<file path="src/rtl/vend_select_ctrl.sv">
// Vending selection controller: cursor, credit, price check, dispense and change.
// Optional dispense-ack timeout with refund is compiled in by VEND_TIMEOUT_EN.
module vend_select_ctrl #(
    parameter int NUM_ITEMS      = 8,
    parameter int DENY_CYCLES    = 4,
    parameter int TIMEOUT_CYCLES = 1024
) (
    input  logic       fastClk,
    input  logic       rstN,
    input  logic       leftSignal,
    input  logic       rightSignal,
    input  logic       selectSignal,
    input  logic       coinValid,
    input  logic [7:0] coinValue,
    input  logic [7:0] priceIn,
    input  logic       dispenseAck,
    output logic [2:0] itemIdx,
    output logic [7:0] credit,
    output logic       dispenseReq,
    output logic [2:0] dispenseItem,
    output logic       changeValid,
    output logic [7:0] changeAmount,
    output logic       denyFlag,
    output logic       busy
);

    localparam logic [2:0] LAST_IDX = 3'(NUM_ITEMS - 1);
    localparam int DW = (DENY_CYCLES > 1) ? $clog2(DENY_CYCLES) : 1;
    localparam logic [DW-1:0] DENY_LAST = DW'(DENY_CYCLES - 1);

    if (NUM_ITEMS < 2 || NUM_ITEMS > 8 || DENY_CYCLES < 1 || TIMEOUT_CYCLES < 1) begin : g_param_err
        $error("vend_select_ctrl: illegal parameter value");
    end

    typedef enum logic [2:0] {
        S_IDLE,
        S_CHECK,
        S_DENY,
        S_DISPENSE,
        S_CHANGE
    } state_t;

    state_t          r_state;
    logic [2:0]      r_itemIdx;
    logic [7:0]      r_credit;
    logic            r_dispenseReq;
    logic [2:0]      r_dispenseItem;
    logic            r_changeValid;
    logic [7:0]      r_changeAmount;
    logic            r_denyFlag;
    logic            r_busy;
    logic            r_selPrev;
    logic [DW-1:0]   r_denyCnt;

    logic [7:0]      w_coin;
    logic [7:0]      w_creditCoin;
    logic [7:0]      w_remainCoin;
    logic            w_selEvt;
    logic            w_afford;

    function automatic logic [7:0] f_sat(input logic [9:0] s);
        return (s > 10'd255) ? 8'hFF : s[7:0];
    endfunction

    assign w_coin       = coinValid ? coinValue : 8'd0;
    assign w_selEvt     = selectSignal && !r_selPrev;
    assign w_afford     = (r_credit >= priceIn);
    assign w_creditCoin = f_sat({2'b00, r_credit} + {2'b00, w_coin});
    // A coin landing in CHECK is added on top of the post-purchase balance
    assign w_remainCoin = f_sat({2'b00, r_credit - priceIn} + {2'b00, w_coin});

`ifdef VEND_TIMEOUT_EN
    localparam int TW = (TIMEOUT_CYCLES > 1) ? $clog2(TIMEOUT_CYCLES) : 1;
    localparam logic [TW-1:0] TO_LAST = TW'(TIMEOUT_CYCLES - 1);

    logic [TW-1:0]   r_toCnt;
    logic [7:0]      r_price;
    logic [7:0]      w_refund;

    assign w_refund = f_sat({2'b00, r_credit} + {2'b00, r_price} + {2'b00, w_coin});
`endif

    always_ff @(posedge fastClk) begin
        if (!rstN) begin
            r_state        <= S_IDLE;
            r_itemIdx      <= 3'd0;
            r_credit       <= 8'd0;
            r_dispenseReq  <= 1'b0;
            r_dispenseItem <= 3'd0;
            r_changeValid  <= 1'b0;
            r_changeAmount <= 8'd0;
            r_denyFlag     <= 1'b0;
            r_busy         <= 1'b0;
            r_selPrev      <= 1'b0;
            r_denyCnt      <= '0;
`ifdef VEND_TIMEOUT_EN
            r_toCnt        <= '0;
            r_price        <= 8'd0;
`endif
        end else begin
            r_selPrev     <= selectSignal;
            r_changeValid <= 1'b0;
            r_credit      <= w_creditCoin;
            unique case (r_state)
                S_IDLE: begin
                    if (w_selEvt) begin
                        r_state <= S_CHECK;
                        r_busy  <= 1'b1;
                    end else if (rightSignal && !leftSignal) begin
                        r_itemIdx <= (r_itemIdx == LAST_IDX) ? 3'd0 : r_itemIdx + 3'd1;
                    end else if (leftSignal && !rightSignal) begin
                        r_itemIdx <= (r_itemIdx == 3'd0) ? LAST_IDX : r_itemIdx - 3'd1;
                    end
                end
                S_CHECK: begin
                    if (w_afford) begin
                        r_credit       <= w_remainCoin;
                        r_dispenseItem <= r_itemIdx;
                        r_dispenseReq  <= 1'b1;
                        r_state        <= S_DISPENSE;
`ifdef VEND_TIMEOUT_EN
                        r_price        <= priceIn;
                        r_toCnt        <= '0;
`endif
                    end else begin
                        r_denyFlag <= 1'b1;
                        r_denyCnt  <= '0;
                        r_state    <= S_DENY;
                    end
                end
                S_DENY: begin
                    if (r_denyCnt == DENY_LAST) begin
                        r_denyFlag <= 1'b0;
                        r_busy     <= 1'b0;
                        r_state    <= S_IDLE;
                    end else begin
                        r_denyCnt <= r_denyCnt + 1'b1;
                    end
                end
                S_DISPENSE: begin
                    if (dispenseAck) begin
                        r_dispenseReq <= 1'b0;
                        if (r_credit != 8'd0) begin
                            r_changeValid  <= 1'b1;
                            r_changeAmount <= w_creditCoin;
                            r_state        <= S_CHANGE;
                        end else begin
                            r_busy  <= 1'b0;
                            r_state <= S_IDLE;
                        end
                    end
`ifdef VEND_TIMEOUT_EN
                    else if (r_toCnt == TO_LAST) begin
                        r_dispenseReq  <= 1'b0;
                        r_credit       <= w_refund;
                        r_changeValid  <= 1'b1;
                        r_changeAmount <= w_refund;
                        r_state        <= S_CHANGE;
                    end else begin
                        r_toCnt <= r_toCnt + 1'b1;
                    end
`endif
                end
                S_CHANGE: begin
                    r_credit <= w_coin;
                    r_busy   <= 1'b0;
                    r_state  <= S_IDLE;
                end
                default: begin
                    r_busy  <= 1'b0;
                    r_state <= S_IDLE;
                end
            endcase
        end
    end

    assign itemIdx      = r_itemIdx;
    assign credit       = r_credit;
    assign dispenseReq  = r_dispenseReq;
    assign dispenseItem = r_dispenseItem;
    assign changeValid  = r_changeValid;
    assign changeAmount = r_changeAmount;
    assign denyFlag     = r_denyFlag;
    assign busy         = r_busy;

endmodule
</file>
<file path="config.mk">
export PLATFORM = sky130hd
export DESIGN_NAME = vend_select_ctrl
export DESIGN_NICKNAME = d
export VERILOG_FILES = /design/src/rtl/vend_select_ctrl.sv
export SDC_FILE = /design/constraint.sdc
export NUM_CORES = 1
export LEC_CHECK = 0
export BUFFER_PORTS_ARGS = -buffer_cell sky130_fd_sc_hd__buf_2
export CAP_MARGIN = 20
export CORE_MARGIN = 3
export CORE_UTILIZATION = 50
export CTS_CLUSTER_SIZE = 25
export DETAILED_ROUTE_END_ITERATION = 7
export HOLD_SLACK_MARGIN = 0.08
export PLACE_DENSITY = 0.72
export SLEW_MARGIN = 20
export SYNTH_ARGS = -nofsm -noshare
export SYNTH_HDL_FRONTEND = slang
export SYNTH_SLANG_ARGS = --single-unit
</file>
<file path="constraint.sdc">
create_clock -name fastClk -period 3.5 [get_ports fastClk]
set_input_delay 0.525 -clock fastClk [delete_from_list [all_inputs] [get_ports fastClk]]
set_output_delay 0.525 -clock fastClk [all_outputs]
set_load 0.1 [all_outputs]
</file>
=== Word-level counts from Yosys, hierarchy flattened ===
Index checks and enable logic that the tools add are counted.

* Bits in registers: 32
* Latch bits: 0
* Memory bits (writable): 0
* Memory bits (read-only): 0
* Input bits: 23
* Output and inout bits: 26
* Logic and storage cells: 85
* Memories kept: 0

* Add/sub/neg operators: 6
* Multipliers: 0
* Divide/modulo/power cells: 0
* $lt $le $gt $ge: 3
* Equal/unequal tests: 13
* Shifts and indexed selects: 0
* Muxes and demuxes: 29
* Bitwise operators: 2
* Reductions and logical operators: 21

{| class="wikitable"
|+ Operator list
! operator !! number
|-
| $mux 8 || 4
|-
| $mux 3 || 8
|-
| $reduce_and 3->1 || 7
|-
| $add 8x8->9 || 2
|-
| $gt 9x8->1 const B || 2
|-
| $pmux 8 s2 || 1
|-
| $ne 2x2->1 const B || 7
|-
| $pmux 3 s4 || 1
|-
| $mux 1 || 9
|-
| $ge 8x8->1 || 1
|-
| $reduce_bool 8->1 || 1
|-
| $sub 8x8->8 || 1
|-
| $eq 3x2->1 const B || 2
|-
| $eq 3x3->1 const B || 2
|-
| $logic_not 3->1 || 2
|-
| $reduce_bool 2->1 || 3
|-
| $reduce_and 5->1 || 1
|-
| $mux 2 || 2
|-
| $pmux 1 s2 || 2
|-
| $pmux 1 s4 || 1
|-
| $pmux 2 s2 || 1
|-
| $add 3x1->3 const B || 1
|-
| $eq 3x1->1 const B || 1
|-
| $logic_and 1x1->1 || 3
|-
| 6 further kinds || 9
|}

=== Logic depth before layout (Yosys ltp) ===
* Depth after elaboration: 6
* Depth in mapped cells: 16

=== Worst setup path after synthesis ===
OpenSTA, ideal clock, no wires.

* Path kind: reg2reg
* Start point: register r_credit[1], in the netlist credit[1]
* End point: register r_credit[2], in the netlist credit[2]
* Data arrival time: 3.704 ns
* Data required time: 3.368 ns
* Setup slack: -0.336 ns
* Cell stages (with the launch flop): 16
* Buffers on the path: 0
* Clock period less this slack: 3.836 ns
* Path through: dfxtp_1 ha_1 nor2b_1 o21ai_0 nand2b_1 a21o_1 nand2_1 nor2b_1 xnor2_1 ha_1 nor2b_1 a311o_1 a31oi_1 o21ai_0 a22oi_1 a21oi_1

* Word-level cells in the longest chain between the ends: 6

{| class="wikitable"
|+ RTL lines
! item !! RTL line !! source
|-
| from (decl) || 45 || <nowiki>logic [7:0] r_credit;</nowiki>
|-
| from (signal assigned) || 103 || <nowiki>r_credit <= w_creditCoin;</nowiki>
|-
| from (signal assigned) || 117 || <nowiki>r_credit <= w_remainCoin;</nowiki>
|-
| from (signal assigned) || 165 || <nowiki>r_credit <= w_coin;</nowiki>
|-
| $sub 8x8->8 || 70 || <nowiki>assign w_remainCoin = f_sat({2'b00, r_credit - priceIn} + {2'b00, w_coin});</nowiki>
|-
| $add 8x8->9 || 70 ||
|-
| $gt 9x8->1 || 62 || <nowiki>return (s > 10'd255) ? 8'hFF : s[7:0];</nowiki>
|-
| $mux 8 || 62 ||
|-
| $mux 8 || 116 || <nowiki>if (w_afford) begin</nowiki>
|-
| $pmux 8 s2 * || 104 || <nowiki>unique case (r_state)</nowiki>
|}

Mark *: on every way between the ends. The rest lies on a longest branch, timed or not.
A chain may end at the register's enable or synchronous reset.

=== Final worst setup path ===
* Start point: input port priceIn[1]
* End point: register r_credit[2], in the netlist credit[2]

* Word-level cells in the longest chain between the ends: 6

{| class="wikitable"
|+ RTL lines
! item !! RTL line !! source
|-
| from (decl) || 15 || <nowiki>input logic [7:0] priceIn,</nowiki>
|-
| $sub 8x8->8 || 70 ||
|-
| $add 8x8->9 || 70 ||
|-
| $gt 9x8->1 || 62 ||
|-
| $mux 8 || 62 ||
|-
| $mux 8 * || 116 ||
|-
| $pmux 8 s2 * || 104 ||
|}

Marked as above.

==> results.txt <==
* Post-Place Cell Area: 2850 um2
- After clock tree synthesis, the clock-pin slew on the worst setup and hold paths is 0.07 ns.
* Overall global routing resource usage: 22.2%
- The worst setup path is of the in -> reg kind.
- Top library cells by usage in the layout, fill and taps aside: 48 x sky130_fd_sc_hd__buf_2, 31 x sky130_fd_sc_hd__ha_1, 29 x sky130_fd_sc_hd__dfxtp_1
- Initial Utilization: 52.8%
- Once layout is complete, the cells apart from fillers number 435.
- Number of placement rows: 25
- Counting cells, the worst reg-to-reg path comes to 16.
- Design Area, Final: 2950 um2
- The run finished with clean final reports.
- Global placer's final weighted congestion: 0.871
- Worst Skew: 0.0108 ns
* Antenna diode instance count: 0
* CP Data Required Time: 3.67 ns
- Net Count, Synth: 373
- Power per Cell Area: 718 nW/um2
* Worst Setup End Kind: register
- Dividing the synthesized area by the synthesized cell count gives 8.05 um2.
- # fillers: 460
* Total wirelength of the detailed-routed design: 6.62 mm
* Sum of overflow across all layers after global routing: 0
- Number of enable flip-flop cells after synthesis: 0
- VDD sags by at most 360 uV.
- Mean number of vias per cell: 5.71
* CTS buffer count: 5
* Max Buffers Root-to-Sink: 2
* Cell count of the worst hold path: 2
- Summed over all cells, the static leakage comes to 1.38 nW.
- For flop-to-flop paths, the worst setup slack is 0.33 ns.
* Max Fclk: 313 MHz
* Clk sink count: 32
* Worst Hold Class: in -> reg
- In this run the vertical extent of the chip is 77.3 um.
- Commonest non-fill, non-tap cell in the layout: sky130_fd_sc_hd__buf_2
* Ports: 49
- Worst flop-to-flop path endpoint: credit[2]
* DRC violation count after routing: 0
- Before antenna repair, the detailed router went through 7 iterations.
- Quantity of hold-fixing buffers added after cts: 0
- The final number of max-transition violations was 0.
- Synthesis produced a netlist whose cell count is 316.
- CTS tree: done
- Starting DRT DRC Count: 152
- Of all nets on the critical path, the largest fanout is 6.
* Syn. warnings: 0
- Ratio of cells with drive above 1 in the final layout: 19.6%
* Clock root buffer: sky130_fd_sc_hd__clkbuf_8
- The worst setup path is launched from a primary input.
- Die outline area: 5980 um2
- Fraction of registers with async set or reset after synthesis: 0%
- In this run the critical register-to-register path is launched from credit[1].
* Total of max-cap violations: 0
- For the pin with the worst max-slew slack, the measured transition is 0.943 ns.
- The worst hold path begins at selectSignal.
- Setup violations remaining at the end of the flow were counted as 0.
- Core outline area: 4820 um2
- The worst pin sits at a relative slew slack of 36.8%.
* Antenna violations before repair: 0
* Number of vias after detailed routing: 2483
- Post-synth design cell area: 2540 um2
* Largest net degree at the start of global routing: 16
- WHS Endpoint: r_selPrev
- Count of H-tree levels built during CTS: 2
- The first global-routing pass estimated 10.9 mm of wire.
- In the final design database the tool counted 424 nets.
- Insertion delay to the later sink of the worst-skew pair: 0.28 ns
- Synthesis inferred 32 register bits.
* Arrival time at the worst endpoint: 3.36 ns
* Antenna Nets Post-Route: 0
- Sequential area share after synthesis: 25.2%
- Final critical path time including I/O delays and setup: 3.19 ns
- Mean routed wirelength per cell: 15.2 um
- Input and output buffers added on the ports amount to 48.
* Primary FF master, synth: sky130_fd_sc_hd__dfxtp_1
* Final HPWL DP: 5.11 mm
- Ratio of final minimum period to clock period: 91.3%
- Netlist cell types: 54
- The final hold violation count came to 0.
- Once placement completed, the tool counted placed cells totaling 426.
- Relative to the synthesized area, the layout overhead comes to 16.1%.
* DIE WIDTH: 77.3 um
- The number of global-route vias before repair came to 2402.
-- worst max-delay path by stage --
stage / from / to / cells after the start
3_3_place_gp: priceIn[1] / credit[2] / 18
3_5_place_dp: priceIn[1] / credit[2] / 18
6_report: priceIn[1] / credit[2] / 18
5_1_grt: priceIn[1] / credit[3] / 18
2_1_floorplan: credit[3] / credit[2] / 12
4_1_cts: priceIn[1] / credit[2] / 18
-- cells by family (layout without fill, tap and decap cells) --
group                    Yosys count  count (layout)  share of synthesized area (%)
adder cells (fa/ha/maj)           34              34                           17.6
multiplexers                       5               5                           2.02
buffers and inverters             34              86                           5.41
flip-flops                        32              32                           25.2
AND/OR/NAND/NOR                  100             100                           21.0
XOR/XNOR                          10              10                           3.44
AO/OA/AOI/OAI                    101             101                           25.4
-- repair_timing --
item                       CTS  global route
gates resized for setup      0             1
buffers inserted             0             1
setup endpoints to repair    0             2
-- worst max-delay path, cell delays in order --
cell	delay (ns)
sky130_fd_sc_hd__buf_2	0.11
sky130_fd_sc_hd__inv_1	0.04
sky130_fd_sc_hd__ha_1	0.29
sky130_fd_sc_hd__nor2b_1	0.13
sky130_fd_sc_hd__o21ai_0	0.14
sky130_fd_sc_hd__nand2b_1	0.11
sky130_fd_sc_hd__a21o_1	0.18
sky130_fd_sc_hd__nand2_1	0.07
sky130_fd_sc_hd__nor2b_2	0.14
sky130_fd_sc_hd__xnor2_1	0.15
sky130_fd_sc_hd__ha_1	0.30
sky130_fd_sc_hd__nor2b_1	0.15
sky130_fd_sc_hd__a311o_1	0.37
sky130_fd_sc_hd__a31oi_1	0.18
sky130_fd_sc_hd__buf_4	0.16
sky130_fd_sc_hd__o21ai_0	0.08
sky130_fd_sc_hd__a22oi_1	0.15
sky130_fd_sc_hd__a21oi_1	0.09
-- power by group --
part           internal, mW  total (mW)  switching, mW  leakage (nW)
Combinational         0.461        1.34          0.884          1.07
Clock                 0.157       0.294          0.138        0.0510
Sequential            0.414       0.481         0.0677         0.262
Total                  1.03        2.12           1.09          1.38
-- layer usage --
layer / routed length [um] / vias to the layer above / global-route usage, %
li1: - / 1251 / -
met3: 297 / 11 / 3.25
met5: 0 / - / 0
met4: 91 / 0 / 6.23
met1: 3120 / 1153 / 30.2
met2: 3110 / 68 / 36.7
-- final cells by class --
cell class,count,area [um2],area share (%)
flip-flops and latches,32,644,21.8
inverters,27,101,3.43
multi-input cells,250,1770,59.9
well taps,67,83.8,2.84
clock buffers,6,82.6,2.80
clock inverters,2,10.0,0.339
repair buffers,51,263,8.89
-- flip-flops by register name, summed over array words and instances (netlist names) --
signal        flops
busy              1
dispenseReq       1
changeValid       1
r_selPrev         1
credit            8
r_state           3
changeAmount      8
denyFlag          1
r_denyCnt         2
dispenseItem      3
itemIdx           3
-- cell usage after synthesis (7+ instances only) --
| cell type | instances | area share (%) |
|---|---|---|
| sky130_fd_sc_hd__nor2_1 | 27 | 4.0 |
| sky130_fd_sc_hd__a211oi_1 | 7 | 2.1 |
| sky130_fd_sc_hd__a31oi_1 | 8 | 2.0 |
| sky130_fd_sc_hd__nand2b_1 | 7 | 1.7 |
| sky130_fd_sc_hd__a21oi_1 | 22 | 4.3 |
| sky130_fd_sc_hd__nand2_1 | 17 | 2.5 |
| sky130_fd_sc_hd__and2_1 | 8 | 2.0 |
| sky130_fd_sc_hd__o21ai_0 | 25 | 4.9 |
| sky130_fd_sc_hd__xor2_1 | 7 | 2.4 |
| sky130_fd_sc_hd__ha_1 | 31 | 15 |
| sky130_fd_sc_hd__inv_1 | 26 | 3.8 |
| sky130_fd_sc_hd__nor3_1 | 7 | 1.4 |
| sky130_fd_sc_hd__dfxtp_1 | 32 | 25 |
-- stage by stage --
stage | power [mW] | worst slack, ns | utilization, % | setup TNS (ns) | hold WS, ns
6_report | 2.12 | 0.305 | 61.3 | 0 | 0.457
5_1_grt | 2.26 | -0.00507 | 61.3 | -0.00507 | 0.467
4_1_cts | 2.09 | 0.289 | 61.1 | 0 | 0.452
3_5_place_dp | 1.79 | 0.00379 | 59.2 | 0 | 0.477
3_3_place_gp | 1.76 | 0.0846 | 59.2 | 0 | 0.462
2_1_floorplan | 1.52 | 0.0395 | - | 0 | 0.460
Note: power is estimated with default switching activity, not from simulation.
